$ cat src/rtl/clk_div_multi.sv
// Multi-channel runtime-programmable clock divider / tick generator.
// Each channel produces a 50%-duty divided clock or a one-cycle tick at terminal count.
module clk_div_multi #(
    parameter int unsigned NUM_CH       = 4,
    parameter int unsigned WIDTH        = 16,
    parameter int unsigned CH_W         = 2,
    parameter int unsigned DEFAULT_DIV  = 25000,
    parameter int unsigned DEFAULT_MODE = 1
) (
    input  logic              clk,
    input  logic              rst,
    input  logic [NUM_CH-1:0] ch_en,
    input  logic              sync,
    input  logic              cfg_we,
    input  logic [CH_W-1:0]   cfg_ch,
    input  logic [WIDTH-1:0]  cfg_div,
    input  logic              cfg_mode,
    output logic              cfg_err,
    output logic [NUM_CH-1:0] clk_out,
    output logic [NUM_CH-1:0] tick
);

    localparam logic [WIDTH-1:0] DefDiv  = WIDTH'(DEFAULT_DIV);
    localparam logic             DefMode = (DEFAULT_MODE != 0);

    logic [WIDTH-1:0]  div_q [NUM_CH];
    logic [WIDTH-1:0]  div_d [NUM_CH];
    logic [WIDTH-1:0]  cnt_q [NUM_CH];
    logic [WIDTH-1:0]  cnt_d [NUM_CH];
    logic [NUM_CH-1:0] mode_q, mode_d;
    logic [NUM_CH-1:0] clk_out_q, clk_out_d;
    logic [NUM_CH-1:0] tick_q, tick_d;
    logic              cfg_err_q, cfg_err_d;
    logic [NUM_CH-1:0] cfg_hit;
    logic [NUM_CH-1:0] term;

    // A divisor of zero is treated as one, so terminal count is then cnt == 0.
    always_comb begin
        cfg_hit = '0;
        term    = '0;
        for (int i = 0; i < NUM_CH; i++) begin
            cfg_hit[i] = cfg_we && (cfg_ch == CH_W'(i));
            term[i]    = (div_q[i] == '0) ? (cnt_q[i] == '0)
                                          : (cnt_q[i] == div_q[i] - WIDTH'(1));
        end
    end

    always_comb begin
        cfg_err_d = cfg_we && (cfg_hit == '0);
        mode_d    = mode_q;
        clk_out_d = clk_out_q;
        tick_d    = tick_q;
        for (int i = 0; i < NUM_CH; i++) begin
            div_d[i] = div_q[i];
            cnt_d[i] = cnt_q[i];
            if (cfg_hit[i]) begin
                div_d[i]     = cfg_div;
                mode_d[i]    = cfg_mode;
                cnt_d[i]     = '0;
                clk_out_d[i] = 1'b0;
                tick_d[i]    = 1'b0;
            end else if (sync || !ch_en[i]) begin
                cnt_d[i]     = '0;
                clk_out_d[i] = 1'b0;
                tick_d[i]    = 1'b0;
            end else if (term[i]) begin
                cnt_d[i]     = '0;
                tick_d[i]    = 1'b1;
                clk_out_d[i] = mode_q[i] ? ~clk_out_q[i] : 1'b0;
            end else begin
                cnt_d[i]  = cnt_q[i] + WIDTH'(1);
                tick_d[i] = 1'b0;
            end
        end
    end

    always_ff @(posedge clk) begin
        if (rst) begin
            for (int i = 0; i < NUM_CH; i++) begin
                div_q[i] <= DefDiv;
                cnt_q[i] <= '0;
            end
            mode_q    <= {NUM_CH{DefMode}};
            clk_out_q <= '0;
            tick_q    <= '0;
            cfg_err_q <= 1'b0;
        end else begin
            div_q     <= div_d;
            cnt_q     <= cnt_d;
            mode_q    <= mode_d;
            clk_out_q <= clk_out_d;
            tick_q    <= tick_d;
            cfg_err_q <= cfg_err_d;
        end
    end

    assign clk_out = clk_out_q;
    assign tick    = tick_q;
    assign cfg_err = cfg_err_q;

endmodule

$ cat config.mk
export PLATFORM = sky130hd
export DESIGN_NAME = clk_div_multi
export DESIGN_NICKNAME = d
export VERILOG_FILES = /design/src/rtl/clk_div_multi.sv
export SDC_FILE = /design/constraint.sdc
export NUM_CORES = 1
export LEC_CHECK = 0
export ABC_AREA = 1
export CORE_MARGIN = 2
export CORE_UTILIZATION = 60
export DETAILED_ROUTE_END_ITERATION = 10
export PLACE_DENSITY_LB_ADDON = 0.15
export SLEW_MARGIN = 20
export SYNTH_ARGS = -nofsm -noshare
export SYNTH_HDL_FRONTEND = slang
export SYNTH_SLANG_ARGS = --single-unit
$ cat constraint.sdc
create_clock -name clk -period 2.3 [get_ports clk]
set_clock_uncertainty 0.15 [all_clocks]
set_input_delay 0.23 -clock clk [delete_from_list [all_inputs] [get_ports clk]]
set_output_delay 0.23 -clock clk [all_outputs]
set_load 0.01 [all_outputs]
Word-level counts from Yosys, hierarchy flattened

Cells that the tools add are included.

Flip-flop bits (word level): 141
Bits of input ports: 27
Word-level logic and storage cells: 83

Add/subtract/negate cells: 8
Equality and inequality tests: 7
Multiplexer cells: 12
Bitwise gates (word level): 4
Reduce and logical (&&, ||, !) cells: 31

Operators by type and width:

| kind                                                                   | number |
|---|---|
| 16-bit logical NOT                                                     | 8 |
| 16-bit by 1-bit adder with 16-bit output (second input constant)       | 4 |
| 16-bit equality test                                                   | 4 |
| 16-bit by 1-bit subtractor with 16-bit output (second input constant)  | 4 |
| 4-bit OR reduction                                                     | 4 |
| 1-bit 2-to-1 mux                                                       | 12 |
| 3-bit OR reduction                                                     | 4 |
| 1-bit logical AND                                                      | 5 |
| 2-bit equality test (second input constant)                            | 2 |
| 1-bit logical NOT                                                      | 4 |
| 4-bit logical NOT                                                      | 1 |
| 1-bit logical OR                                                       | 4 |
| 1-bit NOT                                                              | 4 |
| 2-bit by 1-bit equality test with 1-bit output (second input constant) | 1 |
| 2-bit logical NOT                                                      | 1 |

Depth between registers and ports, before layout

Depth after elaboration: 4
Gate-level depth with buffers: 16

Least setup slack after synthesis

Ideal clock, no wire load.

Kind: register to register
Start: reg div_q[16] (netlist name)
End: reg cnt_q[24] (netlist name)
Library setup time: 0.120 ns
Arrival time: 1.704 ns
Setup slack: 0.326 ns
Cell stages (with the launch flop): 15
Path buffers: 1
Path through: dfxtp_1 -> inv_1 -> ha_1 -> inv_1 -> nor2_1 -> nand3_1 -> nor2_1 -> nand3_1 -> nand2_1 -> nand3_1 -> nor2_1 -> nand3_2 -> nand3_4 -> buf_12 -> nor2_4

Word-level cells in the longest chain between the ends: 4

Ends and longest elaborated chain:

| element                                       | line | source |
|---|---|---|
| start: declaration                            | 26   | `logic [WIDTH-1:0] div_q [NUM_CH];` |
| start signal: indexed assignment              | 80   | `div_q[i] <= DefDiv;` |
| start signal: assignment                      | 88   | `div_q <= div_d;` |
| 16-bit by 1-bit subtractor with 16-bit output | 44   | `: (cnt_q[i] == div_q[i] - WIDTH'(1));` |
| 16-bit equality test                          | 44   |  |
| 1-bit 2-to-1 mux *                            | 43   | `term[i] = (div_q[i] == '0) ? (cnt_q[i] == '0)` |
| 4-bit OR reduction (no source line) *         | n/a  |  |
| end signal: assignment                        | 89   | `cnt_q <= cnt_d;` |
| end: declaration                              | 28   | `logic [WIDTH-1:0] cnt_q [NUM_CH];` |

Mark *: on every way between the ends. The rest lies on a longest branch, timed or not.
A chain may end at the register's enable or synchronous reset.

Worst setup path after layout

Start: reg cnt_q[16] (netlist name)
End: reg cnt_q[30] (netlist name)

Word-level cells in the longest chain between the ends: 3

Ends and longest elaborated chain:

| element |
|---|
| branches (longest 3 deep; another with 16-bit by 1-bit adder with 16-bit output) |

Parallel ways; which one is timed is not known.

==> flow_metrics.env <==
export IMPL_die_x_um=121.8
export IMPL_hp_class="flip-flop to flip-flop"
export IMPL_synth_area_um2=8327
export IMPL_power_mw=6.199
export IMPL_final_nets=1329
export IMPL_worstPathCellList="ha_1 -> nand3_1 -> nor2_1 -> nand2_1 -> nor4_1 -> nand3_1 -> xor2_1 -> inv_1 -> nor2_2"
export IMPL_finalSetupTns_ns=0
export IMPL_core_um2=13720
export IMPL_cpMostUsedCell="nand3_1"
export IMPL_synth_xor_area_share_pct=10.68
export IMPL_power_density_nw_per_um2=645.0
export IMPL_hold_depth=1
export IMPL_die_height_um=121.8
export IMPL_fmax_mhz=458.4
export IMPL_reg2reg_depth=9
export IMPL_synthMuxAreaShare_pct=0
export IMPL_r2r_slack_ns=0.12
export IMPL_overflow=0
export IMPL_synth_top_family_by_area="simple AND/OR/NAND/NOR gates"
export IMPL_viasPerCell=5.208
export IMPL_status="finished, final reports clean"
export IMPL_num_antenna_cells=0
export IMPL_post_cts_buffers=0
export IMPL_period_minus_slack_ns=2.181
export IMPL_slew_headroom_pct=61.44
export IMPL_fin_area_um2=9610
export IMPL_die_area_um2=14840
export IMPL_wl_um=20840
export IMPL_dp_hpwl_um=14810
export IMPL_synth_compound_area_share_pct=7.769
export IMPL_drtIter0Drc=660
export IMPL_port_buffers=35
export IMPL_netlist_cell_type_count=37
export IMPL_syn_to_final_growth_pct=15.42
export IMPL_grt_start_max_net_pins=64
export IMPL_clockBufferDepth=2
export IMPL_grt_pass1_vias=6872
export IMPL_avgRoutedWirePerCell_um=14.09
export IMPL_cts_reportedPaths_clkPinSlew_ns=0.06
export IMPL_hold_buffers=0
export IMPL_vdd_drop_max_v=0.0006427
export IMPL_fin_crit_sh_pct=94.84
export IMPL_critPathCaptureType="flip-flop"
export IMPL_synth_edf_count=0
export IMPL_avgSynthCellArea_um2=6.721
export IMPL_yosys_warnings=0
export IMPL_dpl_cell_area_um2=8855
export IMPL_max_cap_violations=0
export IMPL_syn_inst=1239
export IMPL_hold_end="cnt_q[0]$_SDFF_PP0_"
export IMPL_cts_tree="done"
export IMPL_crit_path_max_fanout=5
export IMPL_min_from="cnt_q[0]$_SDFF_PP0_"
export IMPL_via_count=7703
export IMPL_yosys_top_cells_count="nand2_1, nor2_1, inv_1"
export IMPL_drc=0
export IMPL_synthSimpleGateAreaFrac_pct=36.56
export IMPL_ys_ff_latch=141
export IMPL_cts_root_buf="clkbuf_16"
export IMPL_cp_data_arrival_time_ns=2.34
export IMPL_antenna_found_initial=0
export IMPL_clock_latency_ns=0.42
export IMPL_clock_sinks=141
export IMPL_yosysTopAreaCellShare_pct=33.90
export IMPL_gp_congestion=0.9413
export IMPL_syn_nets=1282
export IMPL_holdWs_ns=0.3290
export IMPL_async_flop_share_pct=0
export IMPL_crit_path_start_kind="flip-flop"
export IMPL_tightest_slew_ns=0.5763
export IMPL_leakage_nw=3.966
export IMPL_synth_seq_area_share_pct=33.90
export IMPL_worstReg2RegStart="cnt_q[16]$_SDFF_PP0_"
export IMPL_start_util_pct=60.69
export IMPL_final_antenna_net_count=0
export IMPL_ctsResizeCount=0
export IMPL_synth_area_top_cells="dfxtp_1, nand2_1, nor2_1, inv_1, xor2_1"
export IMPL_rows=43
export IMPL_slew_violations=0
export IMPL_htreeDepth=4
export IMPL_io_pins=36
export IMPL_finalHoldViolCount=0
export IMPL_crit_type="flip-flop to flip-flop"
export IMPL_track_usage_pct=28.34
export IMPL_yosys_most_used_dff="dfxtp_1"
export IMPL_dr_pass1_iters=6
export IMPL_yosysTopAreaCell="dfxtp_1"
export IMPL_drive_above_1_share_pct=8.622
export IMPL_timing_rr_end="cnt_q[30]$_SDFF_PP0_"
export IMPL_numCtsBuffers=17
export IMPL_grt_pass1_wl_um=33380
export IMPL_synth_adder_area_share_pct=2.404
export IMPL_critPathSlowestCell="dfxtp_1"
export IMPL_post_synth_top_count_cell="nand2_1"
export IMPL_worstPathRequired_ns=2.46
export IMPL_setup_viol_count_final=0
export IMPL_slowest_delay_ns=0.42
==> cell usage in the layout, fill, tap and decap left out, drive strengths merged, types with 2 or more instances in the layout <==
cell type      count
clkbuf            21
nand3b            15
o21ai             64
nand3             90
clkdlybuf4s50     35
o211ai            16
nor3               7
dfxtp            141
nor4              11
nor3b              2
nand4             17
a21oi             34
inv              153
xor2              65
nor2             251
nand2            292
a21boi             3
clkinv             7
buf               11
ha                16
clkinvlp           3
xnor2             34
bufinv             5
==> power breakdown <==
part	leakage (nW)	internal (mW)	switching, mW	total, mW
logic	2.50	0.218	0.357	0.575
clock network	0.315	2.00	1.04	3.04
registers	1.15	2.51	0.0737	2.58
==> routing by layer <==
layer  vias to the layer above  part of all wire (%)  global-route usage (%)
li1                       4015                     -                       -
met1                      3461                    47                   37.98
met4                         0                   2.2                   8.836
met3                        40                   4.4                   5.103
met2                       187                    47                   46.47
met5                         -                     0                       0
==> registers in the layout, summed over array words and instances, names as in the netlist <==
register / flops
cnt_q: 64
mode_q: 4
tick: 4
cfg_err: 1
clk_out: 4
div_q: 64
==> how the worst max path moves through the flow <==
stage	start	end	cells past startpoint
final	cnt_q[16]$_SDFF_PP0_	cnt_q[30]$_SDFF_PP0_	9
after floorplan	div_q[16]$_SDFFE_PP0P_	cnt_q[24]$_SDFF_PP0_	14
after global routing	cnt_q[16]$_SDFF_PP0_	cnt_q[28]$_SDFF_PP0_	9
after CTS	div_q[16]$_SDFFE_PP0P_	cnt_q[18]$_SDFF_PP0_	13
after global placement	div_q[16]$_SDFFE_PP0P_	cnt_q[31]$_SDFF_PP0_	13
after detailed placement	div_q[16]$_SDFFE_PP0P_	cnt_q[20]$_SDFF_PP0_	13
==> stage by stage <==
step	cells	util (%)	worst slack (ns)
floorplan	1239	-	0.3260
global placement	1443	64.54	0.1922
detailed placement	1443	64.54	0.1299
CTS	1475	69.34	0.1002
global route	1479	70.05	-0.04245
finish	1479	70.05	0.1187
==> logic make-up (layout without fill, tap and decap cells) <==
| logic type | after synthesis | in the layout |
|---|---|---|
| AO/OA/AOI/OAI | 119 | 119 |
| XOR/XNOR | 100 | 100 |
| adder cells (fa/ha/maj) | 16 | 16 |
| buffers and inverters | 179 | 235 |
| flip-flops | 141 | 141 |
| other | 1 | 1 |
| AND/OR/NAND/NOR | 683 | 687 |
==> critical path: cells and delay by family, from the launching register on <==
family                   cells  cell delay [ns]
XOR/XNOR                     1             0.17
adder cells (fa/ha/maj)      1             0.24
buffers and inverters        1             0.06
flip-flops                   1             0.42
AND/OR/NAND/NOR              6             1.03
==> layout make-up <==
| type | instances | area (µm²) |
|---|---|---|
| Multi-Input combinational cell | 923 | 4882 |
| Fill cell | 1168 | 4109 |
| Sequential cell | 141 | 2823 |
| Inverter | 157 | 589.3 |
| Clock buffer | 21 | 470.5 |
| Timing Repair Buffer | 46 | 432.9 |
| Tap cell | 180 | 225.2 |
| Clock inverter | 11 | 187.7 |
Power figures use the tool's default switching activity.
